### config.mk
export PLATFORM = sky130hd
export DESIGN_NAME = vga_static_flat
export DESIGN_NICKNAME = d
export VERILOG_FILES = /design/src/rtl/vga_static_if.sv /design/src/rtl/vga_static.sv /design/src/flat_wrapper.sv
export SDC_FILE = /design/constraint.sdc
export NUM_CORES = 1
export LEC_CHECK = 0
export BUFFER_PORTS_ARGS = -buffer_cell sky130_fd_sc_hd__buf_2
export CAP_MARGIN = 20
export CORE_UTILIZATION = 37
export CTS_CLUSTER_DIAMETER = 80
export DETAILED_ROUTE_END_ITERATION = 16
export GPL_ROUTABILITY_DRIVEN = 0
export GPL_TIMING_DRIVEN = 1
export PLACE_DENSITY = 0.64
export RECOVER_POWER = 25
export SETUP_SLACK_MARGIN = 0.4
export SLEW_MARGIN = 25
export SYNTH_ARGS = -nofsm -noshare
export SYNTH_HDL_FRONTEND = slang
export SYNTH_SLANG_ARGS = --single-unit
### constraint.sdc
create_clock -name clk -period 1.9 [get_ports clk]
set_input_delay 0.095 -clock clk [delete_from_list [all_inputs] [get_ports clk]]
set_output_delay 0.095 -clock clk [all_outputs]
set_load 0.05 [all_outputs]
### src/rtl/vga_static_if.sv
// vga_static_if
// Bundles the colour input and the VGA connector outputs of the static-colour
// VGA timing generator.
//   data     : RGB332 colour word shown on every visible pixel
//   hs, vs   : horizontal / vertical sync, active low
//   r, g, b  : 3/3/2-bit colour towards the resistor DAC
// master : the timing generator (drives syncs and colour, reads data)
// slave  : whoever supplies data and watches the connector side
`timescale 1ns/1ps
interface vga_static_if;
  logic [7:0] data;
  logic       hs;
  logic       vs;
  logic [2:0] r;
  logic [2:0] g;
  logic [1:0] b;

  modport master (
    input  data,
    output hs,
    output vs,
    output r,
    output g,
    output b
  );

  modport slave (
    output data,
    input  hs,
    input  vs,
    input  r,
    input  g,
    input  b
  );
endinterface

### src/rtl/vga_static.sv
// vga_static
// Static-colour VGA timing generator, 640x480 @ 60 Hz with default parameters.
// The system clock is divided down to a pixel tick; horizontal and vertical
// counters scan the frame and every visible pixel shows the colour on data,
// while blanking forces the colour to zero.
// Ports:
//   clk    : system clock, all state changes on its rising edge
//   rst_n  : asynchronous active-low reset
//   vga    : vga_static_if.master (data in; hs, vs, r, g, b out)
// Parameters:
//   CLK_DIV                         : system clocks per pixel (>= 1)
//   H_VISIBLE/H_FP/H_SYNC/H_BP      : horizontal timing in pixels
//   V_VISIBLE/V_FP/V_SYNC/V_BP      : vertical timing in lines
`timescale 1ns/1ps
module vga_static #(
  parameter int CLK_DIV   = 4,
  parameter int H_VISIBLE = 640,
  parameter int H_FP      = 16,
  parameter int H_SYNC    = 96,
  parameter int H_BP      = 48,
  parameter int V_VISIBLE = 480,
  parameter int V_FP      = 10,
  parameter int V_SYNC    = 2,
  parameter int V_BP      = 33
) (
  input  logic          clk,
  input  logic          rst_n,
  vga_static_if.master  vga
);

  localparam int H_TOTAL = H_VISIBLE + H_FP + H_SYNC + H_BP;
  localparam int V_TOTAL = V_VISIBLE + V_FP + V_SYNC + V_BP;

  // A divider of 1 still needs a one-bit register; it simply stays at zero.
  localparam int DIV_W = (CLK_DIV > 1) ? $clog2(CLK_DIV) : 1;
  localparam logic [DIV_W-1:0] DIV_LAST = DIV_W'(CLK_DIV - 1);

  localparam logic [9:0] H_LAST     = 10'(H_TOTAL - 1);
  localparam logic [9:0] H_VIS_END  = 10'(H_VISIBLE);
  localparam logic [9:0] HS_FIRST   = 10'(H_VISIBLE + H_FP);
  localparam logic [9:0] HS_LAST    = 10'(H_VISIBLE + H_FP + H_SYNC - 1);

  localparam logic [9:0] V_LAST     = 10'(V_TOTAL - 1);
  localparam logic [9:0] V_VIS_END  = 10'(V_VISIBLE);
  localparam logic [9:0] VS_FIRST   = 10'(V_VISIBLE + V_FP);
  localparam logic [9:0] VS_LAST    = 10'(V_VISIBLE + V_FP + V_SYNC - 1);

  logic [DIV_W-1:0] div;
  logic             pix_en;
  logic [9:0]       h;
  logic [9:0]       v;

  logic             visible;
  logic             hs_next;
  logic             vs_next;
  logic [2:0]       r_next;
  logic [2:0]       g_next;
  logic [1:0]       b_next;

  logic             hs_q;
  logic             vs_q;
  logic [2:0]       r_q;
  logic [2:0]       g_q;
  logic [1:0]       b_q;

  // Pixel tick on the last count of the divider, so the first tick after
  // reset lands on the CLK_DIV-th rising edge.
  assign pix_en = (div == DIV_LAST);

  always_ff @(posedge clk or negedge rst_n) begin
    if (!rst_n) begin
      div <= '0;
    end else if (pix_en) begin
      div <= '0;
    end else begin
      div <= div + 1'b1;
    end
  end

  // The vertical counter only moves on the tick that ends a line.
  always_ff @(posedge clk or negedge rst_n) begin
    if (!rst_n) begin
      h <= '0;
      v <= '0;
    end else if (pix_en) begin
      if (h == H_LAST) begin
        h <= '0;
        if (v == V_LAST) begin
          v <= '0;
        end else begin
          v <= v + 10'd1;
        end
      end else begin
        h <= h + 10'd1;
      end
    end
  end

  // Decode of the current counter position; data passes straight through
  // here, so a change on data shows up at the very next tick.
  always_comb begin
    visible = (h < H_VIS_END) && (v < V_VIS_END);
    hs_next = !((h >= HS_FIRST) && (h <= HS_LAST));
    vs_next = !((v >= VS_FIRST) && (v <= VS_LAST));
    r_next  = 3'd0;
    g_next  = 3'd0;
    b_next  = 2'd0;
    if (visible) begin
      r_next = vga.data[7:5];
      g_next = vga.data[4:2];
      b_next = vga.data[1:0];
    end
  end

  // Outputs trail the counters by one tick and hold between ticks, which
  // keeps the DAC free of combinational glitches.
  always_ff @(posedge clk or negedge rst_n) begin
    if (!rst_n) begin
      hs_q <= 1'b1;
      vs_q <= 1'b1;
      r_q  <= 3'd0;
      g_q  <= 3'd0;
      b_q  <= 2'd0;
    end else if (pix_en) begin
      hs_q <= hs_next;
      vs_q <= vs_next;
      r_q  <= r_next;
      g_q  <= g_next;
      b_q  <= b_next;
    end
  end

  assign vga.hs = hs_q;
  assign vga.vs = vs_q;
  assign vga.r  = r_q;
  assign vga.g  = g_q;
  assign vga.b  = b_q;

endmodule

### src/flat_wrapper.sv
// flat-port wrapper written by rule: the top's interface ports become plain ports
module vga_static_flat 
#(
  parameter int CLK_DIV   = 4,
  parameter int H_VISIBLE = 640,
  parameter int H_FP      = 16,
  parameter int H_SYNC    = 96,
  parameter int H_BP      = 48,
  parameter int V_VISIBLE = 480,
  parameter int V_FP      = 10,
  parameter int V_SYNC    = 2,
  parameter int V_BP      = 33
)
  (clk, rst_n, vga_data, vga_hs, vga_vs, vga_r, vga_g, vga_b);
  vga_static_if vga_i ();
  input  logic clk;
  input  logic rst_n;
  input wire logic [$bits(vga_i.data)-1:0] vga_data;
  output wire logic [$bits(vga_i.hs)-1:0] vga_hs;
  output wire logic [$bits(vga_i.vs)-1:0] vga_vs;
  output wire logic [$bits(vga_i.r)-1:0] vga_r;
  output wire logic [$bits(vga_i.g)-1:0] vga_g;
  output wire logic [$bits(vga_i.b)-1:0] vga_b;
  assign vga_i.data = vga_data;
  assign vga_hs = vga_i.hs;
  assign vga_vs = vga_i.vs;
  assign vga_r = vga_i.r;
  assign vga_g = vga_i.g;
  assign vga_b = vga_i.b;
  vga_static #(.CLK_DIV(CLK_DIV), .H_VISIBLE(H_VISIBLE), .H_FP(H_FP), .H_SYNC(H_SYNC), .H_BP(H_BP), .V_VISIBLE(V_VISIBLE), .V_FP(V_FP), .V_SYNC(V_SYNC), .V_BP(V_BP)) u_core (.clk(clk), .rst_n(rst_n), .vga(vga_i));
endmodule
==> report_table.html, run 1 <==
<table>
<tr><th>Metric</th><th>Value</th></tr>
<tr><th colspan="2">STA</th></tr>
<tr><td>Slew Limit Fails</td><td>0</td></tr>
<tr><td>Final hold violations</td><td>0</td></tr>
<tr><td>Final worst-path cycle share</td><td>92.0%</td></tr>
<tr><td>Worst-margin pin slew</td><td>approximately 0.8 ns</td></tr>
<tr><td>RSZ-0062 raised after global routing</td><td>true</td></tr>
<tr><td>Final period demand of the worst path</td><td>~1.7 ns</td></tr>
<tr><td>Peak Freq</td><td>0.572 GHz</td></tr>
<tr><td>Tightest slew margin relative to the limit</td><td>47.1%</td></tr>
<tr><td>Setup TNS</td><td>0 ns</td></tr>
<tr><td>Fin Hold WS</td><td>0.0141 ns</td></tr>
<tr><td>Setup clock skew after layout</td><td>0.00211 ns</td></tr>
<tr><td>Setup-failing EPs final</td><td>0</td></tr>
<tr><th colspan="2">Floorplanning</th></tr>
<tr><td># IOs</td><td>20</td></tr>
<tr><td>Die Area</td><td>4360 sq um</td></tr>
<tr><td>Standard cell core area</td><td>3800 sq um</td></tr>
<tr><td>Die Y</td><td>66.0 um</td></tr>
<tr><td>Cell Rows</td><td>22</td></tr>
<tr><td>Initial Utilization</td><td>39.9%</td></tr>
<tr><td>Die W</td><td>66.0 um</td></tr>
<tr><th colspan="2">Pwr</th></tr>
<tr><td>Worst VDD drop</td><td>0.000360 V</td></tr>
<tr><td>Seq pwr share</td><td>approximately 54%</td></tr>
<tr><td>Clock share of power</td><td>slightly above 40%</td></tr>
<tr><td>Total Power Consumption</td><td>between 1 and 1.5 mW</td></tr>
<tr><td>Internal power component</td><td>995 uW</td></tr>
<tr><td>Psw</td><td>304 uW</td></tr>
<tr><td>Net switching fraction of the power</td><td>23.4%</td></tr>
<tr><td>Static leakage</td><td>between 0.9 and 1 nW</td></tr>
<tr><td>Combinational group share of total power</td><td>5.4%</td></tr>
<tr><td>Power Dens Cells</td><td>624 nW/um^2</td></tr>
<tr><th colspan="2">Critical path</th></tr>
<tr><td>Top cell family by delay on the critical path</td><td>simple AND/OR/NAND/NOR gates</td></tr>
<tr><td>Worst-case register-to-register setup slack</td><td>0.15 ns</td></tr>
<tr><td>Highest-delay cell along the critical path</td><td>sky130_fd_sc_hd__or4_4</td></tr>
<tr><td>Longest individual stage delay on the worst path</td><td>0.48 ns</td></tr>
<tr><td>Path depth of the worst reg2reg path</td><td>5</td></tr>
<tr><td>Required time worst endpoint</td><td>2.10 ns</td></tr>
<tr><td>Bufs and invs on worst path</td><td>0</td></tr>
<tr><td>Highest net fanout along the worst path</td><td>2</td></tr>
<tr><td>Worst Setup End Kind</td><td>flip-flop</td></tr>
<tr><td>Data arrival time at the worst-slack endpoint</td><td>1.95 ns</td></tr>
<tr><td>Reg2Reg Launch Point</td><td>u_core.div[0]$_DFF_PN0_</td></tr>
<tr><td>Worst r2r dst</td><td>u_core.v[9]$_DFFE_PN0P_</td></tr>
<tr><td>Cell Chain, Critical Path</td><td>ha_2 &gt; nand4_4 &gt; or3_4 &gt; or4_4 &gt; a22oi_2</td></tr>
<tr><td>Worst Setup Start Kind</td><td>flip-flop</td></tr>
<tr><td>Kind of critical path</td><td>flip-flop to flip-flop</td></tr>
<tr><td>Start point of the critical path</td><td>u_core.div[0]$_DFF_PN0_</td></tr>
<tr><th colspan="2">Finish</th></tr>
<tr><td>Area growth from synthesis to layout</td><td>37.3%</td></tr>
<tr><td>Layout Cells excl Fill</td><td>243</td></tr>
<tr><td>Total inserted antenna cells</td><td>0</td></tr>
<tr><td>NumNets Final</td><td>210</td></tr>
<tr><td>Most used cells in the layout excluding fill and tap cells</td><td>sky130_fd_sc_hd__dfrtp_1 (28), sky130_fd_sc_hd__buf_2 (17), sky130_fd_sc_hd__buf_4 (16)</td></tr>
<tr><td>Ratio of cells with drive above 1 in the final layout</td><td>37.9%</td></tr>
<tr><td>Core utilization of the finished layout</td><td>a little over half</td></tr>
<tr><td>Most common cell after layout, fill and taps aside</td><td>sky130_fd_sc_hd__dfrtp_1</td></tr>
<tr><th colspan="2">Clock tree</th></tr>
<tr><td>Number of buffers inserted during clock tree synthesis</td><td>5</td></tr>
<tr><td>Clock Tree Root</td><td>sky130_fd_sc_hd__clkbuf_8</td></tr>
<tr><td>Clock latency on the worst-skew pair</td><td>0.28 ns</td></tr>
<tr><td>Number of H-tree branching levels</td><td>2</td></tr>
<tr><td>Max Buffers Root-to-Sink</td><td>2</td></tr>
<tr><td>Total number of clock tree sinks</td><td>32</td></tr>
<tr><td>Reg clk slew, reported paths</td><td>0.07 ns</td></tr>
<tr><td>Clock tree from TritonCTS</td><td>built</td></tr>
<tr><th colspan="2">Yosys</th></tr>
<tr><td>Average cell area after synthesis</td><td>10.0 sq um</td></tr>
<tr><td>Async SR Flop Fraction</td><td>100%</td></tr>
<tr><td>Post-synthesis net count</td><td>167</td></tr>
<tr><td>Synthesized instance count</td><td>151</td></tr>
<tr><td>Cell types occupying the most area after synthesis</td><td>sky130_fd_sc_hd__dfrtp_1 (50%), sky130_fd_sc_hd__o21ai_0 (5.9%), sky130_fd_sc_hd__ha_1 (5.0%)</td></tr>
<tr><td>Number of synthesized flops with an enable pin</td><td>0</td></tr>
<tr><td>Cell Area, Synth</td><td>1520 sq um</td></tr>
<tr><td>Share of synthesized area occupied by flip-flops and latches</td><td>53.0%</td></tr>
<tr><td>Ys flop type</td><td>sky130_fd_sc_hd__dfrtp_1</td></tr>
<tr><td>Number of distinct standard cells referenced by the synthesized netlist</td><td>33</td></tr>
<tr><td>Cell accounting for the most synthesized area</td><td>sky130_fd_sc_hd__dfrtp_1</td></tr>
<tr><td>Share of the synthesized area in the top cell type</td><td>49.5%</td></tr>
<tr><td>Seq cells post-synth</td><td>32</td></tr>
<tr><td>Warning count from the yosys run</td><td>0</td></tr>
<tr><th colspan="2">Global routing</th></tr>
<tr><td>Global routing usage summed across all routing layers</td><td>about 18%</td></tr>
<tr><td>Initial antenna violation count</td><td>0</td></tr>
<tr><td>Global-route wire length before repair</td><td>5580 um</td></tr>
<tr><td>Pin count of the biggest net entering global routing</td><td>33</td></tr>
<tr><td>Vias in the first global route</td><td>1246</td></tr>
<tr><td>Total overflow reported by the global router</td><td>0</td></tr>
<tr><th colspan="2">Hold path</th></tr>
<tr><td>Worst hold path class</td><td>input pin to flip-flop</td></tr>
<tr><td>Hold endpoint</td><td>u_core.vga.g[0]$_DFFE_PN0P_</td></tr>
<tr><td>Startpoint of the worst hold path</td><td>vga_data[2]</td></tr>
<tr><td>Cell depth of the worst min-delay path</td><td>3</td></tr>
<tr><th colspan="2">Placed design</th></tr>
<tr><td>Count of port buffers added during placement</td><td>19</td></tr>
<tr><td>Dpl cells</td><td>220</td></tr>
<tr><td>Estimated wirelength of the detail-placed design</td><td>2180 um</td></tr>
<tr><th colspan="2">Route</th></tr>
<tr><td>Remaining antenna violation count</td><td>0</td></tr>
<tr><td>Routed wire per std cell</td><td>14.4 um</td></tr>
<tr><td>Via density</td><td>approximately 5.2</td></tr>
<tr><td>Remaining design rule violation count</td><td>0</td></tr>
<tr><td>Iteration count of the initial detailed-routing pass</td><td>4</td></tr>
<tr><td>1st-iter DRT viols</td><td>82</td></tr>
<tr><td>Routed wire length</td><td>about 3500 um</td></tr>
<tr><td>Via total after detailed routing</td><td>1268</td></tr>
<tr><th colspan="2">Run status</th></tr>
<tr><td>Status</td><td>finished, final reports clean</td></tr>
<tr><th colspan="2">Job</th></tr>
<tr><td>Maximum capacitance violations</td><td>0</td></tr>
</table>
[final cells by class]
class / instances / area [sq um]
clock buffers: 6 / 82.6
clock inverters: 2 / 10.0
fillers: 328 / 1720
inverters: 13 / 48.8
multi-input cells: 102 / 796
flip-flops and latches: 32 / 806
well taps: 48 / 60.1
repair buffers: 40 / 278
[timing repair]
item | in CTS | in global routing
buffers inserted | 13 | 1
hold endpoints to repair | 30 | 0
hold buffers | 1 | 0
setup endpoints to repair | 18 | 20
gates resized for setup | 23 | 18
pin swaps | 13 | 10
[how the worst max path moves through the flow]
stage / endpoint / slack (ns) / cells past startpoint
finish: u_core.v[9]$_DFFE_PN0P_ / 0.15 / 5
global route: u_core.v[9]$_DFFE_PN0P_ / 0.10 / 5
CTS: u_core.v[9]$_DFFE_PN0P_ / 0.14 / 5
detailed placement: u_core.v[9]$_DFFE_PN0P_ / 0.11 / 5
global placement: u_core.v[9]$_DFFE_PN0P_ / 0.17 / 5
floorplan: u_core.v[9]$_DFFE_PN0P_ / 0.08 / 6
[sequential cells by signal (all words and copies together) (netlist names)]
| register | cells |
|---|---|
| u_core.h | 10 |
| u_core.v | 10 |
| u_core.vga.r | 3 |
| u_core.vga.vs | 1 |
| u_core.vga.hs | 1 |
| u_core.div | 2 |
| u_core.vga.b | 2 |
| u_core.vga.g | 3 |
[layer usage]
metal  vias up  GRT usage (%)  part of all wire (%)
li1        615              -                     -
met5         -              0                     0
met2        36           28.1                    50
met3         9           4.14                   4.0
met4         0           7.98                   1.6
met1       608           22.2                    44
[stage by stage]
step	setup slack, ns	area (sq um)
finish	0.151	2080
global route	0.103	2080
CTS	0.140	2030
detailed placement	0.114	1730
global placement	0.169	1730
floorplan	0.0831	1550
[power by group through the flow]
stage | logic, mW | clock network [mW] | registers, mW
finish | 0.0705 | 0.534 | 0.695
global route | 0.0765 | 0.574 | 0.695
CTS | 0.0722 | 0.549 | 0.695
detailed placement | 0.0705 | 0 | 0.707
global placement | 0.0686 | 0 | 0.706
floorplan | 0.00564 | 0 | 0.738
[cells in the mapped netlist (all sizes together) (2+ instances only)]
cell and n:
o2bb2ai 2, ha 6, and3 2, nand2 15, nor3 7, inv 13, dfrtp 30, o21ai 18
dfstp 2, nor2 8, o22ai 2, a21oi 2, xnor2 4, o31ai 2, nand2b 5, xor2 6
and4 2, nand3 6, clkbuf 3, nand4 4
[kinds of logic (layout without fill, tap and decap cells)]
kind of cell / after synthesis / after routing / share of synthesized area, %
AOI/OAI and AO/OA: 29 / 29 / 11.3
xor gates and xnor gates: 10 / 10 / 5.78
adders and majority gates: 6 / 6 / 4.95
buffers and inverters: 17 / 61 / 4.29
DFF: 32 / 32 / 53.0
and+or+nand+nor: 57 / 57 / 20.6
[worst reg2reg max path, stage by stage (launching register included)]
cell                      delay (ns)
sky130_fd_sc_hd__dfrtp_1        0.36
sky130_fd_sc_hd__ha_2           0.22
sky130_fd_sc_hd__nand4_4        0.11
sky130_fd_sc_hd__or3_4          0.38
sky130_fd_sc_hd__or4_4          0.48
sky130_fd_sc_hd__a22oi_2        0.12
Power figures use the tool's default switching activity.
==> run 2, diff against run 1 <==
==> constraint.sdc (replaced) <==
create_clock -name clk -period 1.6 [get_ports clk]
set_input_delay 0.08 -clock clk [delete_from_list [all_inputs] [get_ports clk]]
set_output_delay 0.08 -clock clk [all_outputs]
set_load 0.05 [all_outputs]
==> run 2 against run 1 <==
Net effect: the run now ends with negative setup slack left; via count up 7.1%; total power up 31%; sequential power up 19%; flip-flop and latch count unchanged; hold slack worse by 0.014 ns; combinational power up 39%; first-iteration DRC count down 7.3%; critical path type unchanged; largest cell class is now multi-input combinational cells; highest routed layer unchanged.
==> report_table.html, run 2 (synthesis results as in run 1) <==
<table>
<tr><th>Metric</th><th>Value</th></tr>
<tr><th colspan="2">Critical path</th></tr>
<tr><td>Top cell family by delay on the critical path</td><td>simple AND/OR/NAND/NOR gates</td></tr>
<tr><td>Start point of the critical path</td><td>u_core.h[0]$_DFFE_PN0P_</td></tr>
<tr><td>Data arrival time at the worst-slack endpoint</td><td>1.89 ns (-0.06 ns)</td></tr>
<tr><td>Highest-delay cell along the critical path</td><td>sky130_fd_sc_hd__or4_4</td></tr>
<tr><td>Worst r2r dst</td><td>u_core.v[9]$_DFFE_PN0P_</td></tr>
<tr><td>Kind of critical path</td><td>flip-flop to flip-flop</td></tr>
<tr><td>Worst-case register-to-register setup slack</td><td>-0.06 ns (-0.21 ns)</td></tr>
<tr><td>Levels on crit path</td><td>5 (unchanged)</td></tr>
<tr><td>Bufs and invs on worst path</td><td>0 (unchanged)</td></tr>
<tr><td>Timing endpoint of the critical path</td><td>u_core.v[9]$_DFFE_PN0P_</td></tr>
<tr><td>Worst Setup End Kind</td><td>flip-flop</td></tr>
<tr><td>Required time worst endpoint</td><td>1.83 ns (-0.27 ns)</td></tr>
<tr><td>Highest net fanout along the worst path</td><td>2 (unchanged)</td></tr>
<tr><td>Worst Setup Start Kind</td><td>flip-flop</td></tr>
<tr><td>Longest individual stage delay on the worst path</td><td>0.42 ns (-0.06 ns)</td></tr>
<tr><td>Cell Chain, Critical Path</td><td>ha_4 &gt; nand4_4 &gt; or3_4 &gt; or4_4 &gt; a22oi_2</td></tr>
<tr><td>Path depth of the worst reg2reg path</td><td>5 (unchanged)</td></tr>
<tr><td>Reg2Reg Launch Point</td><td>u_core.h[0]$_DFFE_PN0P_</td></tr>
<tr><th colspan="2">STA</th></tr>
<tr><td>Setup TNS</td><td>-0.0785 ns (-0.0785 ns)</td></tr>
<tr><td>Setup clock skew after layout</td><td>0.00966 ns (+0.00755 ns)</td></tr>
<tr><td>Peak Freq</td><td>0.602 GHz (+5.3%)</td></tr>
<tr><td>Final period demand of the worst path</td><td>1.66 ns (-0.0876 ns)</td></tr>
<tr><td>RSZ-0062 raised after global routing</td><td>true</td></tr>
<tr><td>Slew Limit Fails</td><td>0 (unchanged)</td></tr>
<tr><td>Final hold violations</td><td>0 (unchanged)</td></tr>
<tr><td>Final worst-path cycle share</td><td>104% (+12 points)</td></tr>
<tr><td>Setup-failing EPs final</td><td>2 (+2)</td></tr>
<tr><td>Fin Hold WS</td><td>0.000456 ns (-0.0136 ns)</td></tr>
<tr><td>Worst-margin pin slew</td><td>0.805 ns (+0.0115 ns)</td></tr>
<tr><td>Final critical-path setup slack</td><td>-0.0609 ns (-0.212 ns)</td></tr>
<tr><td>Tightest slew margin relative to the limit</td><td>46.3% (-0.77 points)</td></tr>
<tr><th colspan="2">Global routing</th></tr>
<tr><td>Pin count of the biggest net entering global routing</td><td>33 (unchanged)</td></tr>
<tr><td>Global routing usage summed across all routing layers</td><td>19.1% (+1.6 points)</td></tr>
<tr><td>Global-route wire length before repair</td><td>5990 um (+7.4%)</td></tr>
<tr><td>Initial antenna violation count</td><td>0 (unchanged)</td></tr>
<tr><td>Vias in the first global route</td><td>1298 (+4.2%)</td></tr>
<tr><td>Total overflow reported by the global router</td><td>0 (unchanged)</td></tr>
<tr><th colspan="2">Job</th></tr>
<tr><td>Maximum capacitance violations</td><td>0 (unchanged)</td></tr>
<tr><th colspan="2">Placed design</th></tr>
<tr><td>Dpl cells</td><td>235 (+6.8%)</td></tr>
<tr><td>Count of port buffers added during placement</td><td>19 (unchanged)</td></tr>
<tr><td>Post-placement cell area</td><td>1840 sq um (+6.7%)</td></tr>
<tr><td>Estimated wirelength of the detail-placed design</td><td>2350 um (+7.8%)</td></tr>
<tr><th colspan="2">Floorplanning</th></tr>
<tr><td>Initial Utilization</td><td>39.9% (unchanged)</td></tr>
<tr><td>Die Y</td><td>66.0 um (unchanged)</td></tr>
<tr><td>Standard cell core area</td><td>3800 sq um (unchanged)</td></tr>
<tr><td>Die W</td><td>66.0 um (unchanged)</td></tr>
<tr><td># IOs</td><td>20 (unchanged)</td></tr>
<tr><td>Die Area</td><td>4360 sq um (unchanged)</td></tr>
<tr><td>Cell Rows</td><td>22 (unchanged)</td></tr>
<tr><th colspan="2">Finish</th></tr>
<tr><td>Total inserted antenna cells</td><td>0 (unchanged)</td></tr>
<tr><td>NumNets Final</td><td>226 (+7.6%)</td></tr>
<tr><td>Area growth from synthesis to layout</td><td>59.5%</td></tr>
<tr><td>Top flop regs</td><td>u_core.h x10, u_core.v x10</td></tr>
<tr><td>Ratio of cells with drive above 1 in the final layout</td><td>50.2% (+12 points)</td></tr>
<tr><td>Most common cell after layout, fill and taps aside</td><td>sky130_fd_sc_hd__dfrtp_1</td></tr>
<tr><td>Layout Cells excl Fill</td><td>259 (+6.6%)</td></tr>
<tr><td>Most used cells in the layout excluding fill and tap cells</td><td>sky130_fd_sc_hd__dfrtp_1 (30), sky130_fd_sc_hd__buf_4 (24), sky130_fd_sc_hd__buf_2 (17)</td></tr>
<tr><td>Cell area after layout</td><td>2420 sq um (+16%)</td></tr>
<tr><th colspan="2">Route</th></tr>
<tr><td>Routed wire length</td><td>4100 um (+17%)</td></tr>
<tr><td>Routed wire per std cell</td><td>15.8 um (+9.7%)</td></tr>
<tr><td>1st-iter DRT viols</td><td>76 (-7.3%)</td></tr>
<tr><td>Remaining design rule violation count</td><td>0 (unchanged)</td></tr>
<tr><td>Via total after detailed routing</td><td>1358 (+7.1%)</td></tr>
<tr><td>Remaining antenna violation count</td><td>0 (unchanged)</td></tr>
<tr><td>Via density</td><td>5.24 (+0.48%)</td></tr>
<tr><td>Iteration count of the initial detailed-routing pass</td><td>4 (unchanged)</td></tr>
<tr><th colspan="2">Pwr</th></tr>
<tr><td>Power Dens Cells</td><td>704 nW/um^2 (+13%)</td></tr>
<tr><td>Worst VDD drop</td><td>0.000558 V (+55%)</td></tr>
<tr><td>Static leakage</td><td>1.09 nW (+16%)</td></tr>
<tr><th colspan="2">Clock tree</th></tr>
<tr><td>Max Buffers Root-to-Sink</td><td>2 (unchanged)</td></tr>
<tr><td>Clock latency on the worst-skew pair</td><td>0.30 ns (+0.02 ns)</td></tr>
<tr><td>Clock Tree Root</td><td>sky130_fd_sc_hd__clkbuf_8</td></tr>
<tr><td>Clock tree from TritonCTS</td><td>built</td></tr>
<tr><td>Number of H-tree branching levels</td><td>2 (unchanged)</td></tr>
<tr><td>Reg clk slew, reported paths</td><td>0.07 ns (about the same)</td></tr>
<tr><td>Number of buffers inserted during clock tree synthesis</td><td>5 (unchanged)</td></tr>
<tr><td>Total number of clock tree sinks</td><td>32 (unchanged)</td></tr>
<tr><th colspan="2">Hold path</th></tr>
<tr><td>Worst hold path class</td><td>input pin to flip-flop</td></tr>
<tr><th colspan="2">Run status</th></tr>
<tr><td>Status</td><td>finished with violations</td></tr>
<tr><td>Violated checks</td><td>negative setup slack</td></tr>
</table>
## run 2: cell types whose count changed in the layout (fill, tap and decap cells not counted), moves of 3 or more
cell	previous run	this run
sky130_fd_sc_hd__o21ai_2	1	5
sky130_fd_sc_hd__buf_4	16	24
sky130_fd_sc_hd__nand2_2	0	6
sky130_fd_sc_hd__nand2_1	15	9
sky130_fd_sc_hd__o21ai_0	13	2
sky130_fd_sc_hd__o21ai_1	4	11
sky130_fd_sc_hd__nor2_1	8	5
sky130_fd_sc_hd__dlygate4sd3_1	1	5
## run 2: cell type report
class                      count  area, sq um
fill                         285         1380
sequential                    32          803
timing repair buffer          56          457
clock inverter                 3         42.5
clock buffer                   5         68.8
inverter                      13         48.8
multi-input combinational    102          937
tap                           48         60.1
## run 2: per-layer routing
| layer | routed length [um] | part of all wire (%) | vias to the layer above | track usage (%) |
|---|---|---|---|---|
| met5 | 0 | 0 | - | 0 |
| met2 | 2160 | 53 | 25 | 29.8 |
| met1 | 1720 | 42 | 682 | 23.5 |
| met4 | 78 | 1.9 | 0 | 11.4 |
| met3 | 142 | 3.5 | 7 | 5.00 |
| li1 | - | - | 644 | - |
## run 2: what timing repair did
| action | in CTS | in global routing |
|---|---|---|
| resized for setup | 35 | 47 |
| endpoints found under the hold margin | 32 | 2 |
| hold buffers | 3 | 2 |
| pin swaps | 6 | 21 |
| buffers inserted | 1 | 8 |
| gates cloned | 1 | 1 |
| setup endpoints to repair | 26 | 27 |
## run 2: worst min path at each step
| stage | from | endpoint | slack (ns) | depth (start not counted) |
|---|---|---|---|---|
| 6_report | vga_data[7] | u_core.vga.r[2]$_DFFE_PN0P_ | 0.0005 | 3 |
| 5_1_grt | vga_data[4] | u_core.vga.g[2]$_DFFE_PN0P_ | 0.02 | 3 |
| 4_1_cts | vga_data[7] | u_core.vga.r[2]$_DFFE_PN0P_ | 0.001 | 3 |
| 3_5_place_dp | rst_n | u_core.v[7]$_DFFE_PN0P_ | 0.17 | 1 |
| 3_3_place_gp | rst_n | u_core.v[6]$_DFFE_PN0P_ | 0.16 | 1 |
| 2_1_floorplan | rst_n | u_core.div[0]$_DFF_PN0_ | -0.22 | 0 |
## run 2: metrics by stage
| stage | setup slack, ns | utilization, % | power (mW) |
|---|---|---|---|
| floorplan | -0.217 | - | 0.883 |
| global placement | -0.0738 | 48.5 | 0.920 |
| detailed placement | -0.132 | 48.5 | 0.924 |
| CTS | -0.0667 | 55.9 | 1.70 |
| global route | -0.125 | 63.6 | 1.76 |
| finish | -0.0609 | 63.6 | 1.70 |
## run 2: report_power, final
| group | internal (mW) | switching (mW) | leakage (nW) |
|---|---|---|---|
| combinational | 0.0279 | 0.0701 | 0.633 |
| clock | 0.460 | 0.319 | 0.0541 |
| sequential | 0.819 | 0.00533 | 0.407 |
| total | 1.31 | 0.394 | 1.09 |
## run 2: tightest hold or removal path, stage by stage
cell                      delay [ns]
sky130_fd_sc_hd__buf_2          0.08
sky130_fd_sc_hd__nand2_1        0.04
sky130_fd_sc_hd__o21ai_1        0.06
==> run 3, diff against run 2 <==
--- a/config.mk
+++ b/config.mk
@@ -5,14 +5,15 @@
 export SDC_FILE = /design/constraint.sdc
 export NUM_CORES = 1
 export LEC_CHECK = 0
+export ABC_AREA = 1
 export BUFFER_PORTS_ARGS = -buffer_cell sky130_fd_sc_hd__buf_2
 export CAP_MARGIN = 20
-export CORE_UTILIZATION = 37
+export CORE_UTILIZATION = 45
 export CTS_CLUSTER_DIAMETER = 80
 export DETAILED_ROUTE_END_ITERATION = 16
 export GPL_ROUTABILITY_DRIVEN = 0
 export GPL_TIMING_DRIVEN = 1
-export PLACE_DENSITY = 0.64
+export PLACE_DENSITY = 0.74
 export RECOVER_POWER = 25
 export SETUP_SLACK_MARGIN = 0.4
 export SLEW_MARGIN = 25
==> constraint.sdc (replaced) <==
create_clock -name clk -period 1.6 [get_ports clk]
set_input_delay 0.32 -clock clk [delete_from_list [all_inputs] [get_ports clk]]
set_output_delay 0.32 -clock clk [all_outputs]
set_load 0.05 [all_outputs]
==> run 3 against run 2 <==
Net effect: the run now ends clean; register-to-register slack better by 0.27 ns; flip-flop and latch count unchanged; synthesized cell count up 40%; fmax up 19%; area after synthesis up 13%; final area down 4.0%; hold slack better by 0.19 ns; largest cell class unchanged; highest routed layer unchanged.
==> report_table.html, run 3 <==
<table>
<tr><th>Metric</th><th>Value</th></tr>
<tr><th colspan="2">Critical path</th></tr>
<tr><td>Data arrival time at the worst-slack endpoint</td><td>1.56 ns (-0.33 ns)</td></tr>
<tr><td>Reg2Reg Launch Point</td><td>u_core.v[1]$_DFFE_PN0P_</td></tr>
<tr><td>Path depth of the worst reg2reg path</td><td>8 (+3)</td></tr>
<tr><td>Worst-case register-to-register setup slack</td><td>0.21 ns (+0.27 ns)</td></tr>
<tr><td>Start point of the critical path</td><td>u_core.v[1]$_DFFE_PN0P_</td></tr>
<tr><td>Required time worst endpoint</td><td>1.77 ns (-0.06 ns)</td></tr>
<tr><td>Timing endpoint of the critical path</td><td>u_core.v[4]$_DFFE_PN0P_</td></tr>
<tr><td>Highest net fanout along the worst path</td><td>3 (+1)</td></tr>
<tr><td>Worst Setup Start Kind</td><td>flip-flop</td></tr>
<tr><td>Kind of critical path</td><td>flip-flop to flip-flop</td></tr>
<tr><td>Worst r2r dst</td><td>u_core.v[4]$_DFFE_PN0P_</td></tr>
<tr><td>Worst Setup End Kind</td><td>flip-flop</td></tr>
<tr><th colspan="2">Finish</th></tr>
<tr><td>Top flop regs</td><td>u_core.h x10, u_core.v x10</td></tr>
<tr><td>NumNets Final</td><td>271 (+20%)</td></tr>
<tr><td>Layout fillers</td><td>278 (-2.5%)</td></tr>
<tr><td>Total inserted antenna cells</td><td>0 (unchanged)</td></tr>
<tr><td>Ratio of cells with drive above 1 in the final layout</td><td>34.8% (-15 points)</td></tr>
<tr><td>Layout Cells excl Fill</td><td>304 (+17%)</td></tr>
<tr><td>Area growth from synthesis to layout</td><td>36.0%</td></tr>
<tr><td>Cell area after layout</td><td>2320 sq um (-4.0%)</td></tr>
<tr><td>Most common cell after layout, fill and taps aside</td><td>sky130_fd_sc_hd__nand2_1</td></tr>
<tr><td>Most used cells in the layout excluding fill and tap cells</td><td>sky130_fd_sc_hd__nand2_1 (53), sky130_fd_sc_hd__dfrtp_1 (27), sky130_fd_sc_hd__buf_4 (25)</td></tr>
<tr><th colspan="2">Floorplanning</th></tr>
<tr><td>Initial Utilization</td><td>46.6% (+6.7 points)</td></tr>
<tr><td># IOs</td><td>20 (unchanged)</td></tr>
<tr><td>Die Area</td><td>4040 sq um (-7.2%)</td></tr>
<tr><td>Cell Rows</td><td>22 (unchanged)</td></tr>
<tr><td>Die Y</td><td>63.6 um (-3.7%)</td></tr>
<tr><td>Die W</td><td>63.6 um (-3.7%)</td></tr>
<tr><td>Standard cell core area</td><td>3660 sq um (-3.6%)</td></tr>
<tr><th colspan="2">Yosys</th></tr>
<tr><td>Post-synthesis net count</td><td>227 (+36%)</td></tr>
<tr><td>Share of the synthesized area in the top cell type</td><td>44.0% (-5.5 points)</td></tr>
<tr><td>Cell types occupying the most area after synthesis</td><td>sky130_fd_sc_hd__dfrtp_1 (44%), sky130_fd_sc_hd__nand2_1 (13%), sky130_fd_sc_hd__inv_1 (4.8%)</td></tr>
<tr><td>Seq cells post-synth</td><td>32 (unchanged)</td></tr>
<tr><td>Average cell area after synthesis</td><td>8.08 sq um (-19%)</td></tr>
<tr><td>Share of synthesized area occupied by flip-flops and latches</td><td>47.1% (-5.9 points)</td></tr>
<tr><td>Cell Area, Synth</td><td>1710 sq um (+13%)</td></tr>
<tr><td>Cell accounting for the most synthesized area</td><td>sky130_fd_sc_hd__dfrtp_1</td></tr>
<tr><td>Warning count from the yosys run</td><td>0 (unchanged)</td></tr>
<tr><td>Number of synthesized flops with an enable pin</td><td>0 (unchanged)</td></tr>
<tr><td>Number of distinct standard cells referenced by the synthesized netlist</td><td>26 (-21%)</td></tr>
<tr><td>Most frequent cell after synthesis</td><td>sky130_fd_sc_hd__nand2_1</td></tr>
<tr><td>Synthesized instance count</td><td>211 (+40%)</td></tr>
<tr><td>Synth top cells by count</td><td>sky130_fd_sc_hd__nand2_1 (57), sky130_fd_sc_hd__dfrtp_1 (30), sky130_fd_sc_hd__inv_1 (22), sky130_fd_sc_hd__nor2_1 (20), sky130_fd_sc_hd__o21ai_0 (16)</td></tr>
<tr><td>Async SR Flop Fraction</td><td>100% (unchanged)</td></tr>
<tr><td>Ys flop type</td><td>sky130_fd_sc_hd__dfrtp_1</td></tr>
<tr><th colspan="2">Clock tree</th></tr>
<tr><td>Clock tree from TritonCTS</td><td>built</td></tr>
<tr><td>Max Buffers Root-to-Sink</td><td>2 (unchanged)</td></tr>
<tr><td>Number of buffers inserted during clock tree synthesis</td><td>5 (unchanged)</td></tr>
<tr><td>Total number of clock tree sinks</td><td>32 (unchanged)</td></tr>
<tr><td>Clock Tree Root</td><td>sky130_fd_sc_hd__clkbuf_8</td></tr>
<tr><td>Hold-fix buffers, CTS</td><td>0 (-3)</td></tr>
<tr><td>Clock latency on the worst-skew pair</td><td>0.29 ns (about the same)</td></tr>
<tr><td>Number of H-tree branching levels</td><td>2 (unchanged)</td></tr>
<tr><td>Reg clk slew, reported paths</td><td>0.07 ns (about the same)</td></tr>
<tr><th colspan="2">Route</th></tr>
<tr><td>Via density</td><td>5.21 (-0.69%)</td></tr>
<tr><td>Iteration count of the initial detailed-routing pass</td><td>4 (unchanged)</td></tr>
<tr><td>Remaining design rule violation count</td><td>0 (unchanged)</td></tr>
<tr><td>Via total after detailed routing</td><td>1583 (+17%)</td></tr>
<tr><td>1st-iter DRT viols</td><td>89 (+17%)</td></tr>
<tr><td>Remaining antenna violation count</td><td>0 (unchanged)</td></tr>
<tr><td>Routed wire length</td><td>4170 um (+1.8%)</td></tr>
<tr><td>Routed wire per std cell</td><td>13.7 um (-13%)</td></tr>
<tr><th colspan="2">Global routing</th></tr>
<tr><td>Total overflow reported by the global router</td><td>0 (unchanged)</td></tr>
<tr><td>Vias in the first global route</td><td>1553 (+20%)</td></tr>
<tr><td>Initial antenna violation count</td><td>0 (unchanged)</td></tr>
<tr><td>Global routing usage summed across all routing layers</td><td>21.0% (+1.9 points)</td></tr>
<tr><td>Global-route wire length before repair</td><td>6590 um (+10%)</td></tr>
<tr><td>Pin count of the biggest net entering global routing</td><td>33 (unchanged)</td></tr>
<tr><th colspan="2">STA</th></tr>
<tr><td>Final period demand of the worst path</td><td>1.39 ns (-0.266 ns)</td></tr>
<tr><td>Setup-failing EPs final</td><td>0 (-2)</td></tr>
<tr><td>Worst-margin pin slew</td><td>0.781 ns (-0.0245 ns)</td></tr>
<tr><td>Final worst-path cycle share</td><td>87.2% (-17 points)</td></tr>
<tr><td>RSZ-0062 raised after global routing</td><td>true</td></tr>
<tr><td>Setup clock skew after layout</td><td>0.00479 ns (-0.00487 ns)</td></tr>
<tr><td>Peak Freq</td><td>0.717 GHz (+19%)</td></tr>
<tr><td>Setup TNS</td><td>0 ns (+0.0785 ns)</td></tr>
<tr><td>Tightest slew margin relative to the limit</td><td>47.9% (+1.6 points)</td></tr>
<tr><td>Final hold violations</td><td>0 (unchanged)</td></tr>
<tr><td>Final critical-path setup slack</td><td>0.205 ns (+0.266 ns)</td></tr>
<tr><td>Slew Limit Fails</td><td>0 (unchanged)</td></tr>
<tr><th colspan="2">Placed design</th></tr>
<tr><td>Dpl cells</td><td>275 (+17%)</td></tr>
<tr><td>Setup slack after placement</td><td>0.165 ns (+0.297 ns)</td></tr>
<tr><td>Estimated wirelength of the detail-placed design</td><td>2320 um (-1.1%)</td></tr>
<tr><td>Count of port buffers added during placement</td><td>19 (unchanged)</td></tr>
<tr><td>Post-placement cell area</td><td>1870 sq um (+1.4%)</td></tr>
<tr><th colspan="2">Run status</th></tr>
<tr><td>Status</td><td>finished, final reports clean</td></tr>
<tr><th colspan="2">Pwr</th></tr>
<tr><td>Static leakage</td><td>1.06 nW (-2.9%)</td></tr>
<tr><td>Worst VDD drop</td><td>0.000365 V (-35%)</td></tr>
<tr><td>Power Dens Cells</td><td>689 nW/um^2 (-2.1%)</td></tr>
<tr><td>Total Power Consumption</td><td>1.60 mW (-6.1%)</td></tr>
<tr><th colspan="2">Job</th></tr>
<tr><td>Maximum capacitance violations</td><td>0 (unchanged)</td></tr>
<tr><th colspan="2">Hold path</th></tr>
<tr><td>Worst hold path class</td><td>input pin to async pin</td></tr>
</table>
## run 3: cell types whose count changed after synthesis, moves of 3 or more
cell,change
sky130_fd_sc_hd__nand2_1,+42
sky130_fd_sc_hd__nor2_1,+12
sky130_fd_sc_hd__inv_1,+9
sky130_fd_sc_hd__nand3_1,+9
sky130_fd_sc_hd__nand2b_1,-5
sky130_fd_sc_hd__o21ai_1,+5
sky130_fd_sc_hd__nand4_1,+4
sky130_fd_sc_hd__xnor2_1,-3
## run 3: cell type report
type / instances / area [sq um] / area share [%]
Multi-Input combinational cell: 151 / 918 / 39.6
Sequential cell: 32 / 807 / 34.8
Timing Repair Buffer: 42 / 342 / 14.7
Clock buffer: 8 / 100 / 4.32
Inverter: 23 / 92.6 / 3.99
Tap cell: 48 / 60.1 / 2.59
## run 3: power by group
group | internal [mW] | switching (mW) | total [mW]
clock | 0.392 | 0.290 | 0.682
combinational | 0.0270 | 0.0643 | 0.0913
sequential | 0.820 | 0.00553 | 0.825
total | 1.24 | 0.360 | 1.60
## run 3: how the worst min path moves through the flow
| stage | from | endpoint | slack [ns] | depth (start not counted) |
|---|---|---|---|---|
| after global routing | rst_n | u_core.v[0]$_DFFE_PN0P_ | 0.26 | 2 |
| after CTS | rst_n | u_core.v[0]$_DFFE_PN0P_ | 0.06 | 2 |
| after floorplan | rst_n | u_core.div[0]$_DFF_PN0_ | 0.02 | 0 |
| after detailed placement | rst_n | u_core.v[1]$_DFFE_PN0P_ | 0.37 | 2 |
| after global placement | rst_n | u_core.v[1]$_DFFE_PN0P_ | 0.36 | 2 |
| final | rst_n | u_core.vga.r[0]$_DFFE_PN0P_ | 0.19 | 2 |
## run 3: repair_timing
| action | 4_1_cts | 5_1_grt |
|---|---|---|
| pin swaps | 8 | 10 |
| buffers inserted | 9 | 10 |
| resized for setup | 29 | 33 |
| gates cloned | 2 | 0 |
| endpoints found under the setup margin | 36 | 32 |
## run 3: critical path, cell delays in order (launching register included)
cell                       delay [ns]
sky130_fd_sc_hd__dfrtp_2         0.43
sky130_fd_sc_hd__inv_2           0.09
sky130_fd_sc_hd__ha_4            0.13
sky130_fd_sc_hd__inv_1           0.04
sky130_fd_sc_hd__nor2_2          0.11
sky130_fd_sc_hd__nand4_1         0.14
sky130_fd_sc_hd__buf_4           0.17
sky130_fd_sc_hd__nand3b_1        0.11
sky130_fd_sc_hd__o21ai_1         0.07
## run 3: per-stage QoR
stage	hold WS [ns]	util [%]
final	0.186	63.4
after global routing	0.264	63.4
after CTS	0.0622	59.0
after detailed placement	0.367	51.0
after global placement	0.359	51.0
after floorplan	0.0244	-
## run 3: kinds of logic (layout without fill, tap and decap cells)
group	count (synthesis)	in the layout	share of synthesized area, %
AOI/OAI and AO/OA	25	25	7.78
DFF	32	32	47.1
buffers and inverters	30	73	7.70
and+or+nand+nor	111	113	29.4
adders and majority gates	6	6	4.40
xor gates and xnor gates	7	7	3.60
## run 3: routing by layer
metal,track usage (%),vias up,share of wire (%)
met3,4.35,15,5.8
met1,24.7,728,42
met2,35.2,66,49
li1,-,774,-
met5,0,-,0
met4,11.9,0,3.1
